===== src/rtl/add_accumulator_if.sv =====
// Operand and result handshakes between a stream source/sink and add_accumulator.
interface add_accumulator_if #(
  parameter int WIDTH = 4
);
  logic             in_valid;
  logic [WIDTH-1:0] in_data;
  logic             in_ready;
  logic             res_valid;
  logic [WIDTH-1:0] res_data;
  logic             res_wrap;
  logic             res_ready;

  // Stream source / result sink side.
  modport master (
    output in_valid, in_data, res_ready,
    input  in_ready, res_valid, res_data, res_wrap
  );

  // add_accumulator side.
  modport slave (
    input  in_valid, in_data, res_ready,
    output in_ready, res_valid, res_data, res_wrap
  );
endinterface


===== src/rtl/add_accumulator.sv =====
// Sequencing stage around an external clocked adder: feeds each operand with the
// running accumulator, captures the sum after ADD_LAT edges, and after N_WORDS
// operands presents the batch total and a wrap flag.
module add_accumulator #(
  parameter int WIDTH   = 4,
  parameter int ADD_LAT = 1,
  parameter int N_WORDS = 4
) (
  input  logic              clock,
  input  logic              reset_n,
  add_accumulator_if.slave  bus,
  output logic [WIDTH-1:0]  ain,
  output logic [WIDTH-1:0]  bin,
  input  logic [WIDTH-1:0]  sum,
  output logic              busy
);

  localparam int         LCW  = (ADD_LAT < 1) ? 1 : $clog2(ADD_LAT + 1);
  localparam logic [3:0] LAST = 4'(N_WORDS);

  typedef enum logic [1:0] {IDLE, WAIT, RESULT} state_t;

  state_t           state_q,   state_d;
  logic [WIDTH-1:0] acc_q,     acc_d;
  logic [WIDTH-1:0] opnd_q,    opnd_d;
  logic [LCW-1:0]   lat_cnt_q, lat_cnt_d;
  logic [3:0]       count_q,   count_d;
  logic             wrap_q,    wrap_d;
  logic [3:0]       count_inc;

  // Next-state: accept in IDLE, count down adder latency then capture in WAIT,
  // hold the result in RESULT until the consumer takes it.
  always_comb begin
    state_d   = state_q;
    acc_d     = acc_q;
    opnd_d    = opnd_q;
    lat_cnt_d = lat_cnt_q;
    count_d   = count_q;
    wrap_d    = wrap_q;
    count_inc = count_q + 4'd1;
    case (state_q)
      IDLE: begin
        if (bus.in_valid) begin
          opnd_d    = bus.in_data;
          lat_cnt_d = LCW'(ADD_LAT);
          state_d   = WAIT;
        end
      end
      WAIT: begin
        if (lat_cnt_q != '0) begin
          lat_cnt_d = lat_cnt_q - LCW'(1);
        end else begin
          // A sum smaller than the addend it was built on means the add wrapped.
          acc_d   = sum;
          wrap_d  = wrap_q | (sum < acc_q);
          count_d = count_inc;
          state_d = (count_inc == LAST) ? RESULT : IDLE;
        end
      end
      RESULT: begin
        if (bus.res_ready) begin
          acc_d   = '0;
          count_d = '0;
          wrap_d  = 1'b0;
          state_d = IDLE;
        end
      end
      default: state_d = IDLE;
    endcase
  end

  // State registers with synchronous active-low reset.
  always_ff @(posedge clock) begin
    if (!reset_n) begin
      state_q   <= IDLE;
      acc_q     <= '0;
      opnd_q    <= '0;
      lat_cnt_q <= '0;
      count_q   <= '0;
      wrap_q    <= 1'b0;
    end else begin
      state_q   <= state_d;
      acc_q     <= acc_d;
      opnd_q    <= opnd_d;
      lat_cnt_q <= lat_cnt_d;
      count_q   <= count_d;
      wrap_q    <= wrap_d;
    end
  end

  // Outputs decoded from registers; in_ready is also gated by reset.
  always_comb begin
    bus.in_ready  = (state_q == IDLE) && reset_n;
    bus.res_valid = (state_q == RESULT);
    bus.res_data  = acc_q;
    bus.res_wrap  = wrap_q;
    ain           = acc_q;
    bin           = opnd_q;
    busy          = (state_q != IDLE);
  end

endmodule


===== src/flat_wrapper.sv =====
// flat-port wrapper written by rule: the top's interface ports become plain ports
module add_accumulator_flat 
#(
  parameter int WIDTH   = 4,
  parameter int ADD_LAT = 1,
  parameter int N_WORDS = 4
)
  (clock, reset_n, ain, bin, sum, busy, bus_in_valid, bus_in_data, bus_res_ready, bus_in_ready, bus_res_valid, bus_res_data, bus_res_wrap);
  add_accumulator_if #(.WIDTH(WIDTH)) bus_i ();
  input  logic clock;
  input  logic reset_n;
  output logic [WIDTH-1:0] ain;
  output logic [WIDTH-1:0] bin;
  input  logic [WIDTH-1:0] sum;
  output logic busy;
  input wire logic [$bits(bus_i.in_valid)-1:0] bus_in_valid;
  input wire logic [$bits(bus_i.in_data)-1:0] bus_in_data;
  input wire logic [$bits(bus_i.res_ready)-1:0] bus_res_ready;
  output wire logic [$bits(bus_i.in_ready)-1:0] bus_in_ready;
  output wire logic [$bits(bus_i.res_valid)-1:0] bus_res_valid;
  output wire logic [$bits(bus_i.res_data)-1:0] bus_res_data;
  output wire logic [$bits(bus_i.res_wrap)-1:0] bus_res_wrap;
  assign bus_i.in_valid = bus_in_valid;
  assign bus_i.in_data = bus_in_data;
  assign bus_i.res_ready = bus_res_ready;
  assign bus_in_ready = bus_i.in_ready;
  assign bus_res_valid = bus_i.res_valid;
  assign bus_res_data = bus_i.res_data;
  assign bus_res_wrap = bus_i.res_wrap;
  add_accumulator #(.WIDTH(WIDTH), .ADD_LAT(ADD_LAT), .N_WORDS(N_WORDS)) u_core (.clock(clock), .reset_n(reset_n), .bus(bus_i), .ain(ain), .bin(bin), .sum(sum), .busy(busy));
endmodule

===== config.mk =====
export PLATFORM = sky130hd
export DESIGN_NAME = add_accumulator_flat
export DESIGN_NICKNAME = d
export VERILOG_FILES = /design/src/rtl/add_accumulator_if.sv /design/src/rtl/add_accumulator.sv /design/src/flat_wrapper.sv
export SDC_FILE = /design/constraint.sdc
export NUM_CORES = 1
export LEC_CHECK = 0
export CORE_ASPECT_RATIO = 1.25
export CORE_MARGIN = 2
export CORE_UTILIZATION = 47
export DETAILED_ROUTE_END_ITERATION = 8
export PLACE_DENSITY = 0.92
export SLEW_MARGIN = 0
export SYNTH_ARGS = -nofsm -noshare
export SYNTH_HDL_FRONTEND = slang
export SYNTH_SLANG_ARGS = --single-unit

===== constraint.sdc =====
create_clock -name clock -period 4.5 [get_ports clock]
set_clock_uncertainty 0.15 [all_clocks]
set_input_delay 0.45 -clock clock [delete_from_list [all_inputs] [get_ports clock]]
set_output_delay 0.45 -clock clock [all_outputs]
set_load 0.05 [all_outputs]

# Word level (Yosys, flattened, before mapping)
# Index checks and enable logic that the tools add are counted.
[op_classes]
add_sub_neg = 2
mul = 0
div_mod_pow = 0
n_lt_le_gt_ge = 1
n_eq_ne = 6
shifts = 0
muxes = 16
bitwise_logic = 1
reduce_logical = 9
[ops]
columns = ["op", "count"]
rows = [
  ["one-hot mux 4 bit (2 select lines)", 2],
  ["2-to-1 mux 4 bit", 3],
  ["2-to-1 mux 2 bit", 4],
  ["inequality test 2 bit (second input constant)", 3],
  ["one-hot mux 2 bit (3 select lines)", 1],
  ["AND reduction 3 bit", 2],
  ["nonzero test 2 bit", 3],
  ["adder 4 x 1 -> 4 bit (second input constant)", 1],
  ["equality test 4 x 3 -> 1 bit (second input constant)", 1],
  ["less-than comparator 4 bit", 1],
  ["2-to-1 mux 1 bit", 4],
  ["one-hot mux 1 bit (2 select lines)", 2],
  ["AND reduction 2 bit", 2],
  ["equality test 2 x 1 -> 1 bit (second input constant)", 1],
  ["equality test 2 bit (second input constant)", 1],
  ["zero test 2 bit", 1],
  ["logical AND 1 bit", 1],
  ["OR 1 bit", 1],
  ["subtractor 1 bit (second input constant)", 1],
]
[word_totals]
reg_bits = 16
latchBits = 0
mem_bits_rw = 0
rom_bits = 0
input_bits = 12
wordCells = 41
n_memories = 0

# Logic depth before layout (Yosys ltp)
# Gate-level depths: netlist of run 1.
[depth]
ltp_word = 5
depth_mapped = 5
mapped_depth_nobuf = 4

# Worst setup path before layout of run 1
# Ideal clock, no wire load.
[synth_path]
path_kind = "register to output"
startpoint = "reg u_core.state_q[0]"
endpoint = "out bus_in_ready"
t_arrival_ns = 1.549
t_required_ns = 3.900
setup_slack_ns = 2.351
stages_incl_launch_ff = 4
cell_sequence = "dfxtp_1 -> buf_4 -> or2_2 -> nor2_1"
[synth_via]
elab_chain_len = 2
[synth_rtl]
columns = ["item", "line_no", "text"]
rows = [
  ["start: declaration", "add_accumulator.sv:23", "state_t state_q, state_d;"],
  ["start signal: assignment", "add_accumulator.sv:82", "state_q <= state_d;"],
  ["zero test 2 bit", "add_accumulator.sv:93", "bus.in_ready = (state_q == IDLE) && reset_n;"],
  ["logical AND 1 bit", "add_accumulator.sv:93", ""],
  ["end: declaration", "flat_wrapper.sv:19", "output wire logic [$bits(bus_i.in_ready)-1:0] bus_in_ready;"],
]
# No other way between the ends.

# Worst setup path in the final report of run 1
[layout_path]
startpoint = "in reset_n"
endpoint = "out bus_in_ready"
[layout_via]
elab_chain_len = 1
[layout_rtl]
columns = ["item", "line_no", "text"]
rows = [
  ["start: declaration", "flat_wrapper.sv:11", "input logic reset_n;"],
  ["logical AND 1 bit", "add_accumulator.sv:93", ""],
]
# No other way between the ends.

==> results.md, run 1 <==
- The synthesized design contains 0 enable-type register cells.
- The TritonCTS clock tree is done.
- The number of gates resized after CTS is 0.
- The floorplan step defined a die boundary enclosing about 0.0021 mm^2.
- The synthesized netlist contains 30 unique library cells.
- The post-detailed-placement half-perimeter wirelength is 1310 um.
- The worst voltage drop across the vdd grid is 0.000164 V.
- Setup violations remaining at the end of the flow were counted as 0.
- The mapped netlist covers 831 um^2.
- The pin count of the biggest net entering global routing is 17.
- Across the run, the number of max-cap violations was 0.
- The clock net sink count is 16.
- The count of antenna-violating nets left after detailed routing is 0.
- The number of I/O port buffers is 27.
- Of the total power, registers draw roughly half.
- Counting instances in the post-synthesis netlist gives the leading cell types as sky130_fd_sc_hd__dfxtp_1, sky130_fd_sc_hd__a21oi_1, sky130_fd_sc_hd__nand2_1, sky130_fd_sc_hd__nand3_1, sky130_fd_sc_hd__inv_1.
- For this block, the initial DRC count from the detailed router was 9.
- Global routing consumed, over all layers together, 18.0% of the routing resources.
- The standard-cell row count is 17.
- The number of clock buffers inserted by TritonCTS is 3.
- The routed design could run at a clock period as short as 2.77 ns.
- The total via count after detailed routing is 723.
- The leading register cell type out of synthesis is sky130_fd_sc_hd__dfxtp_1.
- The initial antenna violation count is 0.
- In the final routed layout, each cell accounts on average for 13.0 um.
- During I/O placement, the number of pins put on the boundary was 28.
- The worst pin sits at a relative slew slack of approximately two thirds.
- The number of diodes added for antenna fixing is 0.
- The post-route clock period utilization is between 60% and 70%.
- The cell count after synthesis is between 90 and 100.
- The clock edge transition at the registers on the reported setup and hold paths is 0.08 ns.
- Measured along the x axis, the die boundary spans 41.6 um.
- The yosys synthesis warning count is 0.
- The final layout contains approximately 130 nets.
- The total leakage power is between 0.4 and 0.5 nW.
- The worst setup path category is primary input to output port.
- The fraction of layout cells with a size suffix above 1 is 7.96%.
- For the worst-skew pair, the clock arrives at the later sink with an insertion delay of 0.29 ns.
- Counting every net in the synthesized netlist gives 108.
- For the worst setup path, the data required time is 3.90 ns.
- The clock network is responsible for between 20% and 30% of the overall power.
- sky130_fd_sc_hd__dfxtp_1 is the most common cell in the netlist.
- For this run, the detailed router's first-pass iteration total came to 3.
- The measured slew at the worst slew-check pin is 0.499 ns.
- The run finished with clean final reports.
- The number of cells on the worst reg-to-reg path is 3.
- Routability-driven placement finished with a final weighted congestion of ~0.79.
- Prior to clock tree synthesis, the placed netlist has a worst setup slack of roughly 1.7 ns.
- The number of slew-limit violations in the final report is 0.
- Sequential elements use about 39% of the synthesized area.
- The type of the worst min-delay path is flop to flop.
- At the worst endpoint, the arrival time is around 2.2 ns.
- Yosys attributes the largest share of cell area to sky130_fd_sc_hd__dfxtp_1, sky130_fd_sc_hd__ha_1, sky130_fd_sc_hd__mux2i_1.
- The per-instance average area after synthesis is 9.13 um^2.
- For this run, asynchronously set or reset flops after synthesis account for 0%.
- The maximum buffer depth of the clock tree is 2.
- Summed over all nets, the switching power comes to 95.3 uW.
- The setup slack of the most critical reg-to-reg path is 2.89 ns.
- The part of the total power dissipated in combinational logic is 25.7%.
- Counting instances, the worst hold path has a depth of 2.
- The number of fill cells in the layout is 155.
- In this run the number of H-tree levels came out at 1.
- For this configuration, the core starts out at a cell density of 48.2%.
- The final routed wirelength across all metal layers is 1710 um.
- The CTS root buffer is sky130_fd_sc_hd__clkbuf_4.
- STA classifies the critical path endpoint as an output port.
- The largest area contributor in the synthesized netlist is sky130_fd_sc_hd__dfxtp_1.
- In the routed design, unresolved DRC markers number 0.
- The switching part of the total power is 31.0%.
- Dividing the detail-routed via count by the number of cells gives 5.48.
- Along the worst path, the maximum fanout reaches 16.
- In this run the vertical extent of the chip is 51.0 um.
- The internal power is 212 uW.
- After the flow finishes, the layout carries non-filler instances totaling 132.
- The sum of negative setup slack is 0 ns.
- Setup repair after global routing left no endpoint under its margin.
- Timing would allow up to 361 MHz.
- The standard cell core area is 0.00172 mm^2.
- The setup slack of the critical path after layout is about 1.7 ns.
- The first global-routing pass estimated 2930 um of wire.
- After global routing the overflow that remains totals 0.
- In this run the post-CTS setup repair buffer count came out at 0.
- The layout overhead on the synthesized area is 30.4%.
- The number of hold-repair buffers added at the cts stage is 0.
- The count of endpoints failing hold in the final timing report came to 0.
- The fraction of synthesized cell area taken by the top area cell type is 38.6%.
- Dividing total power by cell area gives a power density of 284 mW/mm^2.
- The synthesized design contains 16 register bits.
- The number of placed instances, taps included, is 129.
- The type of origin of the critical path is a primary input.
- The via count of the first global-routing pass came to around 730.
-- through the flow --
| step | instance area (um^2) | utilization (%) | power [mW] | hold slack (ns) |
|---|---|---|---|---|
| detailed placement | 1060 | 61.6 | 0.238 | 0.343 |
| global placement | 1060 | 61.6 | 0.235 | 0.328 |
| global route | 1080 | 62.9 | 0.319 | 0.385 |
| CTS | 1080 | 62.9 | 0.311 | 0.356 |
| finish | 1080 | 62.9 | 0.308 | 0.347 |
| floorplan | 831 | - | 0.211 | 0.322 |
-- routing by layer --
layer / wire length, um / track usage [%]
met3: 103 / 3.89
met2: 886 / 34.6
met1: 679 / 17.5
met4: 40 / 9.68
met5: 0 / 0
-- registers in the layout (all words and copies together) (netlist names) --
| name | count |
|---|---|
| u_core.ain | 4 |
| u_core.bin | 4 |
| u_core.bus.res_wrap | 1 |
| u_core.count_q | 4 |
| u_core.lat_cnt_q | 1 |
| u_core.state_q | 2 |
-- path summary, 6_finish.rpt --
check / from / to
max: reset_n / bus_in_ready
min: u_core.ain[2] / u_core.ain[2]
max reg2reg: u_core.state_q[0] / u_core.bus.res_wrap
min reg2reg: u_core.ain[2] / u_core.ain[2]
-- critical path, cell delays in order --
cell,delay (ns)
sky130_fd_sc_hd__clkdlybuf4s50_1,0.50
sky130_fd_sc_hd__inv_1,0.23
sky130_fd_sc_hd__nor2_1,0.17
sky130_fd_sc_hd__clkdlybuf4s50_1,0.81
-- cells by family after synthesis --
family | count (synthesis) | synth area share [%]
and+or+nand+nor | 32 | 22.1
buffers and inverters | 14 | 10.4
muxes | 5 | 6.02
adders and majority gates | 5 | 7.53
DFF | 16 | 38.6
xor gates and xnor gates | 2 | 2.11
AOI/OAI and AO/OA | 17 | 13.3
-- layout make-up --
class / instances / area (um^2) / area share (%)
Sequential cell: 16 / 320 / 29.6
Clock buffer: 3 / 22.5 / 2.08
Inverter: 6 / 22.5 / 2.08
Multi-Input combinational cell: 61 / 424 / 39.1
Tap cell: 19 / 23.8 / 2.19
Timing Repair Buffer: 27 / 270 / 24.9
-- power by group through the flow --
stage | combinational [mW] | sequential, mW | clock (mW)
2_1_floorplan | 0.0396 | 0.172 | 0
3_3_place_gp | 0.0773 | 0.158 | 0
3_5_place_dp | 0.0795 | 0.158 | 0
4_1_cts | 0.0799 | 0.155 | 0.0757
5_1_grt | 0.0850 | 0.156 | 0.0782
6_report | 0.0790 | 0.155 | 0.0736
-- layout by cell type (no fill, tap or decap), types with 2 or more instances in the layout --
| cell type | synthesis | routed |
|---|---|---|
| sky130_fd_sc_hd__nand3_1 | 8 | 8 |
| sky130_fd_sc_hd__nor2_1 | 5 | 5 |
| sky130_fd_sc_hd__a21oi_1 | 9 | 9 |
| sky130_fd_sc_hd__a211oi_1 | 2 | 2 |
| sky130_fd_sc_hd__nand2_1 | 8 | 8 |
| sky130_fd_sc_hd__clkdlybuf4s50_1 | 0 | 27 |
| sky130_fd_sc_hd__nand2b_1 | 2 | 2 |
| sky130_fd_sc_hd__clkbuf_4 | 0 | 3 |
| sky130_fd_sc_hd__dfxtp_1 | 16 | 16 |
| sky130_fd_sc_hd__inv_1 | 6 | 6 |
| sky130_fd_sc_hd__ha_1 | 5 | 5 |
| sky130_fd_sc_hd__mux2i_1 | 5 | 5 |
Note: power is estimated with default switching activity, not from simulation.
==> run 2, diff against run 1 <==
- CORE_UTILIZATION: 47 -> 44
- PLACE_DENSITY: 0.92 -> 0.88
- clock period: 4.5 -> 2.7 ns (I/O delays scaled with it)
==> results.md, run 2 (synthesized netlist as in run 1, its figures left out) <==
- The post-layout net count is 133 (+0.76%).
- The endpoint type of the worst setup path is an output port.
- The cell with the largest stage delay on the worst path is sky130_fd_sc_hd__clkdlybuf4s50_1.
- Setup repair after global routing left no endpoint under its margin.
- The sequential group share of total power is 47.1% (-3.3 points).
- The area enclosed by the die boundary is 0.00225 mm^2 (+6.2%).
- The arrival time at the worst endpoint is 1.94 ns (-0.23 ns).
- The utilization after layout is 62.6% (-0.31 points).
- The y dimension of the die is 52.6 um (+3.1%).
- The clock network fraction of design power is 28.6% (+4.7 points).
- The all-layer global routing usage is 17.1% (-0.90 points).
- The type of origin of the critical path is a flop.
- The number of cells on the worst reg-to-reg path came to 3 (unchanged).
- The part of the total power dissipated in combinational logic is 24.3% (-1.4 points).
- The reported net switching power is 163 uW (+71%).
- The most common cell after layout, fill and taps aside is sky130_fd_sc_hd__clkdlybuf4s50_1.
- The area occupied by multi-input gates is 424 um^2 (unchanged).
- The number of diodes added for antenna fixing came to 0 (unchanged).
- The switching part of the total power is 29.7% (-1.3 points).
- The type of the worst min-delay path is flop to flop.
- Dividing the final minimum period by the clock period gives 87.2%.
- The global-route wire length before repair is 2950 um (+0.72%).
- In the layout the commonest cells are sky130_fd_sc_hd__clkdlybuf4s50_1, sky130_fd_sc_hd__dfxtp_1, sky130_fd_sc_hd__a21oi_1, sky130_fd_sc_hd__nand3_1, sky130_fd_sc_hd__nand2_1.
- The effective utilization at floorplan is 47.1% (-1.2 points).
- The power per cell area is 496 mW/mm^2 (+75%).
- The number of I/O port buffers is 27 (unchanged).
- The critical path starts at u_core.state_q[1].
- The clock edge transition at the registers on the reported setup and hold paths is 0.09 ns (about the same).
- The peak fanout along the critical path came to 8 (-8).
- The delay of the slowest cell on the worst path is 0.81 ns (about the same).
- The number of fill cells in the layout is 153 (-1.3%).
- The number of hold-repair buffers added at the cts stage is 0 (unchanged).
- The required time at the worst-slack endpoint is 2.28 ns (-1.62 ns).
- The CTS root buffer is sky130_fd_sc_hd__clkbuf_4.
- The maximum buffer depth of the clock tree is 2 (unchanged).
- The pin count of the biggest net entering global routing is 16 (-1).
- The critical path in this run is classified as flop to output port.
- The final routed wirelength across all metal layers is 1690 um (-1.2%).
- The sum of negative setup slack is 0 ns (unchanged).
- The total leakage power is 0.423 nW (+2.9%).
- The die extent in x came to 42.9 um (+3.0%).
- The tightest hold margin was 0.350 ns (+0.00241 ns).
- The layout overhead on the synthesized area is 33.0%.
- The worst voltage drop across the vdd grid came to 0.000355 V (+120%).
- The initial antenna violation count is 0 (unchanged).
- The count of antenna-violating nets left after detailed routing was 0 (unchanged).
- Walking the worst path, the cells encountered are or2_2 -> nor2_1 -> clkdlybuf4s50_1.
- The register area is 320 um^2 (unchanged).
- The standard-cell row count is 17 (unchanged).
- The internal power is 385 uW (+81%).
- The number of clock buffers inserted by TritonCTS is 3 (unchanged).
- The average wire per standard cell is 12.6 um (-2.6%).
- The global placer's final weighted congestion came to 0.777 (-1.6%).
- The clock net sink count is 16 (unchanged).
- The setup slack of the most critical reg-to-reg path was 1.08 ns (-1.81 ns).
- The post-detailed-placement half-perimeter wirelength is 1280 um (-2.2%).
- The number of slew-limit violations in the final report is 0 (unchanged).
- The termination of the worst setup path is bus_in_ready.
- The fraction of layout cells with a size suffix above 1 is 9.57% (+1.6 points).
- The violation count after the first detailed-route iteration is 8 (-1).
- The source-to-sink clock delay at the later pin of the worst-skew pair was 0.28 ns (about the same).
- The setup-violating endpoint count in the final report is 0 (unchanged).
- The flow ran to the end, and the final reports show no timing, DRC or antenna violations.
- The max-slew headroom at the worst pin is 66.1% (-0.52 points).
- The number of gates resized after CTS came to 0 (unchanged).
- The worst register-to-register path begins at u_core.state_q[0].
- The time the final worst path needs with I/O delays and setup is 2.36 ns.
- The top-level port count is 28 (unchanged).
- The count of maximum capacitance violations is 0 (unchanged).
- The count of endpoints failing hold in the final timing report is 0 (unchanged).
- The measured slew at the worst slew-check pin is 0.507 ns (+0.00780 ns).
- The CTS H-tree depth was 1 (unchanged).
- The number of DRC violations after detailed routing is 0 (unchanged).
- The standard cell core area is 0.00177 mm^2 (+2.5%).
- The reg-to-reg critical path endpoint is u_core.count_q[3].
- The detailed-routing iteration count for the pre-antenna-repair pass is 4 (+1).
- The total setup buffers inserted after CTS is 0 (unchanged).
- The TritonCTS clock tree is done.
- The total global routing overflow is 0 (unchanged).
- The total via count after detailed routing came to 713 (-1.4%).
- The highest attainable clock frequency is 425 MHz.
- The via count of the first global-routing pass was 687 (-5.4%).
- The detail-routed via count per cell is 5.32 (-2.9%).
==> run 2: per-layer routing <==
layer | vias to the layer above | share of wire (%) | wire, um | GRT usage [%]
met5 | - | 0 | 0 | 0
met4 | 0 | 0 | 0 | 4.69
met3 | 0 | 8.0 | 135 | 3.10
met2 | 29 | 49 | 832 | 32.6
met1 | 325 | 43 | 723 | 19.0
li1 | 359 | - | - | -
==> run 2: layout make-up <==
cell class	count	share of cell area, %
multi-input combinational	61	38.4
sequential	16	29.0
timing repair buffer	28	25.1
clock buffer	4	3.28
tap	19	2.15
inverter	6	2.04
==> run 2: power groups by stage <==
stage / logic, mW / registers (mW) / clock network [mW]
after floorplan: 0.0659 / 0.286 / 0
after global placement: 0.131 / 0.263 / 0
after detailed placement: 0.134 / 0.264 / 0
after CTS: 0.134 / 0.258 / 0.159
after global routing: 0.143 / 0.260 / 0.167
final: 0.133 / 0.258 / 0.157
==> run 2: critical path, delay by kind of cell (launching register included) <==
kind / cells / cell delay [ns]
flip-flops: 1 / 0.42
AND/OR/NAND/NOR: 2 / 0.42
buffers and inverters: 1 / 0.81
==> run 2: through the flow <==
stage | setup WS [ns] | total power [mW] | area [um^2] | cells
4_1_cts | 0.338 | 0.551 | 1100 | 134
3_5_place_dp | 0.528 | 0.397 | 1070 | 130
2_1_floorplan | 0.731 | 0.352 | 831 | 91
6_report | 0.345 | 0.548 | 1100 | 134
5_1_grt | 0.233 | 0.570 | 1100 | 134
3_3_place_gp | 0.520 | 0.394 | 1070 | 130
==> run 2: worst min path at each step <==
stage / start / slack [ns] / cells past startpoint / endpoint
finish: u_core.bin[0] / 0.35 / 2 / u_core.bin[0]
global route: u_core.bin[1] / 0.39 / 2 / u_core.bin[1]
CTS: u_core.ain[2] / 0.36 / 2 / u_core.ain[2]
detailed placement: u_core.bin[1] / 0.34 / 2 / u_core.bin[1]
global placement: u_core.bin[1] / 0.33 / 2 / u_core.bin[1]
floorplan: reset_n / 0.26 / 2 / u_core.state_q[1]
